**src/rtl/vga_pkg.sv**
```systemverilog
// Shared VGA raster timing: default 640x480@60 constants, derived sync
// boundaries, blanking sentinels and the registered output bundle.
package vga_pkg;

    localparam int unsigned H_VISIBLE = 640;
    localparam int unsigned H_FRONT   = 16;
    localparam int unsigned H_SYNC    = 96;
    localparam int unsigned H_BACK    = 48;
    localparam int unsigned V_VISIBLE = 480;
    localparam int unsigned V_FRONT   = 10;
    localparam int unsigned V_SYNC    = 2;
    localparam int unsigned V_BACK    = 33;
    localparam int unsigned CLK_DIV   = 2;

    localparam int unsigned H_TOTAL  = H_VISIBLE + H_FRONT + H_SYNC + H_BACK;
    localparam int unsigned V_TOTAL  = V_VISIBLE + V_FRONT + V_SYNC + V_BACK;
    localparam int unsigned HS_START = H_VISIBLE + H_FRONT;
    localparam int unsigned HS_END   = HS_START + H_SYNC;
    localparam int unsigned VS_START = V_VISIBLE + V_FRONT;
    localparam int unsigned VS_END   = VS_START + V_SYNC;

    // Sentinels lie outside any visible range so no sprite window can match.
    localparam logic [8:0] ROW_BLANK = 9'h1FF;
    localparam logic [9:0] COL_BLANK = 10'h3FF;

    typedef struct packed {
        logic [8:0] row;
        logic [9:0] col;
        logic       hsync;
        logic       vsync;
        logic       video_on;
        logic       line_start;
        logic       frame_start;
    } raster_t;

    localparam raster_t RASTER_RESET = '{
        row:         9'd0,
        col:         10'd0,
        hsync:       1'b1,
        vsync:       1'b1,
        video_on:    1'b0,
        line_start:  1'b0,
        frame_start: 1'b0
    };

endpackage

```
**src/rtl/pixel_tick_div.sv**
```systemverilog
// Pixel clock-enable: a registered pulse every CLK_DIV clocks while enabled.
module pixel_tick_div
    import vga_pkg::*;
#(
    parameter int unsigned CLK_DIV = 2
) (
    input  logic clk,
    input  logic reset,
    input  logic en_i,
    output logic tick_o
);

    localparam int unsigned W = (CLK_DIV > 2) ? $clog2(CLK_DIV) : 1;
    localparam logic [W-1:0] DIV_LAST = W'(CLK_DIV - 1);

    logic [W-1:0] div_q, div_d;
    logic         tick_q;

    always_comb begin
        div_d = div_q;
        if (en_i) begin
            div_d = (div_q == DIV_LAST) ? '0 : div_q + W'(1);
        end
    end

    always_ff @(posedge clk) begin
        if (reset) begin
            div_q  <= '0;
            tick_q <= 1'b0;
        end else begin
            div_q  <= div_d;
            tick_q <= (div_d == DIV_LAST);
        end
    end

    assign tick_o = tick_q;

endmodule

```
**src/rtl/vga_scan_gen.sv**
```systemverilog
// VGA raster generator: h/v counters paced by a pixel clock-enable, with all
// coordinates, syncs and strobes registered on the same edge as the counters.
module vga_scan_gen
    import vga_pkg::*;
#(
    parameter int unsigned H_VISIBLE = vga_pkg::H_VISIBLE,
    parameter int unsigned H_FRONT   = vga_pkg::H_FRONT,
    parameter int unsigned H_SYNC    = vga_pkg::H_SYNC,
    parameter int unsigned H_BACK    = vga_pkg::H_BACK,
    parameter int unsigned V_VISIBLE = vga_pkg::V_VISIBLE,
    parameter int unsigned V_FRONT   = vga_pkg::V_FRONT,
    parameter int unsigned V_SYNC    = vga_pkg::V_SYNC,
    parameter int unsigned V_BACK    = vga_pkg::V_BACK,
    parameter int unsigned CLK_DIV   = vga_pkg::CLK_DIV
) (
    input  logic       clk,
    input  logic       reset,
    output logic [8:0] row,
    output logic [9:0] col,
    output logic       hsync,
    output logic       vsync,
    output logic       video_on,
    output logic       pix_tick,
    output logic       line_start,
    output logic       frame_start,
    output logic [7:0] frame_count
);

    localparam int unsigned H_TOTAL  = H_VISIBLE + H_FRONT + H_SYNC + H_BACK;
    localparam int unsigned V_TOTAL  = V_VISIBLE + V_FRONT + V_SYNC + V_BACK;
    localparam int unsigned HS_START = H_VISIBLE + H_FRONT;
    localparam int unsigned HS_END   = HS_START + H_SYNC;
    localparam int unsigned VS_START = V_VISIBLE + V_FRONT;
    localparam int unsigned VS_END   = VS_START + V_SYNC;

    if ((H_TOTAL > 1024) || (V_TOTAL > 1024) || (V_VISIBLE > 511) || (CLK_DIV < 2)) begin : g_cfg_check
        $error("vga_scan_gen: timing parameters exceed counter widths");
    end

    localparam logic [9:0]  H_LAST = 10'(H_TOTAL - 1);
    localparam logic [9:0]  V_LAST = 10'(V_TOTAL - 1);
    localparam logic [10:0] H_VIS  = 11'(H_VISIBLE);
    localparam logic [10:0] V_VIS  = 11'(V_VISIBLE);
    localparam logic [10:0] HS_LO  = 11'(HS_START);
    localparam logic [10:0] HS_HI  = 11'(HS_END);
    localparam logic [10:0] VS_LO  = 11'(VS_START);
    localparam logic [10:0] VS_HI  = 11'(VS_END);

    logic        first_q;
    logic        pix_adv;
    logic [9:0]  h_q, h_d;
    logic [9:0]  v_q, v_d;
    logic [7:0]  fc_q, fc_d;
    logic        line_wrap, frame_wrap;
    logic [10:0] h_ext, v_ext;
    raster_t     out_q, out_d;

    // The divider is held for the load cycle after reset so pixel (0,0)
    // still lasts a full CLK_DIV clocks.
    pixel_tick_div #(
        .CLK_DIV (CLK_DIV)
    ) u_tick (
        .clk    (clk),
        .reset  (reset),
        .en_i   (!first_q),
        .tick_o (pix_adv)
    );

    always_comb begin
        h_d        = h_q;
        v_d        = v_q;
        fc_d       = fc_q;
        line_wrap  = 1'b0;
        frame_wrap = 1'b0;
        if (pix_adv) begin
            if (h_q == H_LAST) begin
                h_d       = '0;
                line_wrap = 1'b1;
                if (v_q == V_LAST) begin
                    v_d        = '0;
                    frame_wrap = 1'b1;
                    fc_d       = fc_q + 8'd1;
                end else begin
                    v_d = v_q + 10'd1;
                end
            end else begin
                h_d = h_q + 10'd1;
            end
        end

        // Decode the next counter values so outputs land with the counters.
        h_ext             = {1'b0, h_d};
        v_ext             = {1'b0, v_d};
        out_d             = RASTER_RESET;
        out_d.col         = (h_ext < H_VIS) ? h_d : COL_BLANK;
        out_d.row         = (v_ext < V_VIS) ? v_d[8:0] : ROW_BLANK;
        out_d.hsync       = !((h_ext >= HS_LO) && (h_ext < HS_HI));
        out_d.vsync       = !((v_ext >= VS_LO) && (v_ext < VS_HI));
        out_d.video_on    = (h_ext < H_VIS) && (v_ext < V_VIS);
        out_d.line_start  = first_q || line_wrap;
        out_d.frame_start = first_q || frame_wrap;
    end

    always_ff @(posedge clk) begin
        if (reset) begin
            first_q <= 1'b1;
            h_q     <= '0;
            v_q     <= '0;
            fc_q    <= '0;
            out_q   <= RASTER_RESET;
        end else begin
            first_q <= 1'b0;
            h_q     <= h_d;
            v_q     <= v_d;
            fc_q    <= fc_d;
            out_q   <= out_d;
        end
    end

    assign row         = out_q.row;
    assign col         = out_q.col;
    assign hsync       = out_q.hsync;
    assign vsync       = out_q.vsync;
    assign video_on    = out_q.video_on;
    assign line_start  = out_q.line_start;
    assign frame_start = out_q.frame_start;
    assign pix_tick    = pix_adv;
    assign frame_count = fc_q;

endmodule

```
**config.mk**
```make
export PLATFORM = sky130hd
export DESIGN_NAME = vga_scan_gen
export DESIGN_NICKNAME = d
export VERILOG_FILES = /design/src/rtl/vga_pkg.sv /design/src/rtl/pixel_tick_div.sv /design/src/rtl/vga_scan_gen.sv
export SDC_FILE = /design/constraint.sdc
export NUM_CORES = 1
export LEC_CHECK = 0
export CAP_MARGIN = 30
export CORE_UTILIZATION = 39
export DETAILED_ROUTE_END_ITERATION = 8
export HOLD_SLACK_MARGIN = 0.08
export PLACE_DENSITY = 0.62
export SYNTH_ARGS = -nofsm -noshare
export SYNTH_HDL_FRONTEND = slang
export SYNTH_SLANG_ARGS = --single-unit
```
**constraint.sdc**
```tcl
create_clock -name clk -period 7.4 [get_ports clk]
set_clock_uncertainty 0.15 [all_clocks]
set_input_delay 2.22 -clock clk [delete_from_list [all_inputs] [get_ports clk]]
set_output_delay 2.22 -clock clk [all_outputs]
set_load 0.01 [all_outputs]
```
Word-level counts from Yosys, hierarchy flattened:

Index checks and enable logic that the tools add are counted.

* $add $sub $neg: 4
* order comparisons: 6
* equality and inequality tests: 2
* multiplexer cells: 14
* reductions and logical operators: 8

Operators by type and width (number)
* two-way mux 10 bit: 6
* adder 10 x 1 -> 10 bit, second input constant: 2
* equality test 10 bit, second input constant: 2
* less-than comparator 10 bit, second input constant: 2
* less-than comparator 10 x 9 -> 1 bit, second input constant: 2
* >= comparator 10 bit, second input constant: 1
* >= comparator 10 x 9 -> 1 bit, second input constant: 1
* two-way mux 9 bit: 1
* adder 8 x 1 -> 8 bit, second input constant: 1
* two-way mux 1 bit: 7
* logical AND 1 bit: 3
* AND reduction 3 bit: 1
* zero test 1 bit: 2
* logical OR 1 bit: 2
* adder 1 bit, second input constant: 1

* flip-flop bits (word level): 54
* word-level logic and storage cells: 46

Logic depth before layout (Yosys ltp):

* word-level depth: 7
* mapped depth: 9
* mapped depth without buffers: 7

Modules after synthesis:

From an unflattened synthesis, not the netlist that was laid out.

* cells, all modules: 259
* area, all modules: 2391.0 sq um

Modules (own cells, without submodules)
* vga_scan_gen: instances 1, cells an instance 256, area an instance 2358.5 sq um, sequential area each 1061.0 sq um
* pixel_tick_div: instances 1, cells an instance 3, area an instance 32.5 sq um, sequential area each 20.0 sq um

Worst setup path after synthesis:

OpenSTA, ideal clock, no wires.

* path kind: input-to-reg
* start point: in reset
* end point: reg out_q, in the netlist vsync
* arrival time: 2.946 ns
* required time: 7.116 ns
* slack: 4.170 ns
* stages on the path: 2
* cells stage by stage: or2_1 or4_1

RTL lines
* start, declared: RTL line vga_scan_gen.sv:17 `input logic reset,`
* end signal, assigned: RTL line vga_scan_gen.sv:116 `out_q <= out_d;`
* end, declared: RTL line vga_scan_gen.sv:56 `raster_t out_q, out_d;`

Worst setup path after layout:

* start point: reg u_tick.tick_q (netlist: u_tick.tick_o)
* end point: out pix_tick

RTL lines
* start, declared: RTL line pixel_tick_div.sv:17 `logic tick_q;`
* start signal, assigned: RTL line pixel_tick_div.sv:32 `tick_q <= (div_d == DIV_LAST);`
* end, declared: RTL line vga_scan_gen.sv:23 `output logic pix_tick,`

No word-level cell between the ends.

==> results.cfg <==
[critical_path]
critPathTopFamily = buffers and inverters
slowest_delay_ns = 0.61
start_kind = flip-flop
end_kind = output pin
worstPathCellList = clkdlybuf4s50_1
worstPathRequired_ns = 5.03
crit_path_top_delay_cell = clkdlybuf4s50_1
reg2reg_to = vsync$_SDFF_PP1_
r2r_cells = 5
crit_arrival_ns = 1.48
critPathMaxFanout = 12
rr_startpoint = h_q[4]$_SDFF_PP0_
reg2reg_slack_ns = 4.30
cp.buffers_inverters = 1
critPathKind = reg2out

[placed_design]
io_buffers = 34
gp_congestion = 0.797
dp_cells = 370
dp_hpwl_mm = 3.50

[final_layout]
final_cells = 378
antennaDiodeCount = 0
nNetsFinal = 308
syn_to_final_growth_pct = 18.2
drive_gt1_share_pct = 3.96
nFillCells = 605

[grt]
grt_pass1_vias = 1811
grt_max_degree = 42
grt_pass1_wl_mm = 8.44
global_route.usage.total_pct = 16.7
gr-total-overflow = 0
antenna_found_initial = 0

[yosys]
synthFlopType = dfxtp_1
ys_ff_latch = 54
synth_most_common_cell = dfxtp_1
synth.distinct_cells = 45
yosysWarnings = 0
netlist_area_sq_um = 2430
synth_top_area_share_pct = 44.4
ys_seq_area_share_pct = 44.4
yosys.area.top_type = dfxtp_1
async_reset_ff_share_pct = 0
synth_edf_count = 0
syn-num-nets = 291
synth_area_per_cell_sq_um = 8.54
syn_inst = 285
synth_commonest_cells = 54 x dfxtp_1, 38 x nor2_1, 20 x clkbuf_1
synth_area_leaders = dfxtp_1 44%, nor2_1 5.9%, xnor2_1 5.8%

[sta]
fmax_ghz = 0.260
final.period_utilization_pct = 52.0
drv_slew = 0
fin_crit_ns = 3.85
rsz0062_at_grt = false
slew_headroom_pct = 55.5
setup_violations = 0
hold_viol = 0
finalSetupTns_ns = 0
tightestPinTransition_ns = 0.662

[floorplanning]
die_y_microns = 81.0
die_x_microns = 81.0
core_area_sq_um = 5960
fp-row-count = 28
die-area_sq_um = 6560
num_io_pins = 35
start_util_pct = 40.9

[pwr]
power.density_nw_per_um2 = 176
max-vdd-ir-drop_mv = 0.114
p_leak_nw = 0.998

[clocking]
htree_levels = 2
cts-root-buf = clkbuf_8
cts-buffers-inserted = 5
cts_tree = done
insertion_delay_ns = 0.31
path_clk_slew_ns = 0.10
cts_sinks = 54
cts_resized = 0
cts_setup_buffers = 0
cts.path.max_buffers = 2
postCtsHoldBufs = 0

[worst_hold_path]
min_path_type = reg2reg
min-delay-start = first_q$_DFF_P_
holdPathEnd = frame_start$_SDFF_PP0_
min_path_cells = 2

[flow_run]
drv_cap = 0

[detailed_routing]
drc = 0
antenna_left = 0
vias = 2024
dr.first_iter.drc_count = 132
routed_via_density = 5.35
drt-wirelength-per-cell_microns = 13.6
firstDrtPassIters = 4
drt-total-wl_mm = 5.15

[outcome]
status = completed
[worst max path at each step]
stage / depth (start not counted) / to / slack [ns] / startpoint
finish: 1 / pix_tick / 3.55 / u_tick.tick_o$_SDFFE_PP0N_
global route: 6 / col[3]$_SDFF_PP0_ / 3.42 / reset
CTS: 1 / pix_tick / 3.53 / u_tick.tick_o$_SDFFE_PP0N_
detailed placement: 6 / col[0]$_SDFF_PP0_ / 3.25 / reset
global placement: 6 / col[6]$_SDFF_PP0_ / 3.29 / reset
floorplan: 2 / vsync$_SDFF_PP1_ / 4.17 / reset
[stage by stage]
stage	setup WS [ns]	area, sq um	power [mW]	hold slack (ns)	utilization, %
2_1_floorplan	4.17	2430	0.312	0.334	-
3_3_place_gp	3.29	2770	0.320	0.356	46.5
3_5_place_dp	3.25	2770	0.320	0.358	46.5
4_1_cts	3.53	2880	0.511	0.375	48.3
5_1_grt	3.42	2880	0.526	0.404	48.3
6_report	3.55	2880	0.508	0.370	48.3
[flip-flops by register name, indices dropped and copies added, names as in the netlist]
signal,flops
col,10
first_q,1
frame_count,8
frame_start,1
h_q,10
hsync,1
line_start,1
row,9
u_tick.tick_o,1
v_q,10
video_on,1
vsync,1
[power breakdown]
group	total (mW)	internal, mW	switching [mW]
clock	0.195	0.0997	0.0956
combinational	0.0158	0.00725	0.00855
sequential	0.297	0.294	0.00310
[layout by cell type, fill, tap and decap left out, types with 3 or more instances in the layout]
| cell | netlist | final |
|---|---|---|
| and4_1 | 6 | 6 |
| o21ai_0 | 10 | 10 |
| inv_1 | 7 | 7 |
| nand2_1 | 16 | 16 |
| nor2b_1 | 5 | 5 |
| dfxtp_1 | 54 | 54 |
| xor2_1 | 7 | 7 |
| and3_1 | 5 | 5 |
| xnor2_1 | 16 | 16 |
| clkbuf_8 | 0 | 5 |
| nand4_1 | 9 | 9 |
| or3_1 | 4 | 4 |
| ha_1 | 4 | 4 |
| o31a_1 | 4 | 4 |
| nor2_1 | 38 | 38 |
| clkdlybuf4s50_1 | 0 | 34 |
| a21oi_1 | 11 | 11 |
| nor4_1 | 4 | 4 |
| nor3_1 | 14 | 14 |
| a31oi_1 | 8 | 8 |
| nand3_1 | 6 | 6 |
| and2_1 | 3 | 3 |
| a21o_1 | 3 | 3 |
[final cells by class]
class	count	area [sq um]	share of cell area, %
sequential	54	1080	37.5
tap	75	93.8	3.26
inverter	7	26.3	0.913
clock buffer	5	68.8	2.39
timing repair buffer	36	355	12.3
multi-input combinational	198	1210	42.2
clock inverter	3	40.0	1.39
[metal layers]
| layer | vias to the layer above | GRT usage (%) | part of all wire [%] |
|---|---|---|---|
| met5 | - | 0 | 0 |
| met4 | 0 | 5.54 | 1.2 |
| met3 | 6 | 3.71 | 4.3 |
| met2 | 41 | 26.1 | 44 |
| met1 | 950 | 22.5 | 51 |
| li1 | 1027 | - | - |
[cell families after synthesis]
group	after synthesis	synth area share, %
compound gates	50	13.6
xor+xnor	23	8.27
fa+ha+maj	4	2.06
buf+inv	33	5.76
flops	54	44.4
mux	2	0.822
simple gates	119	25.1
(Power assumes the default switching activity.)
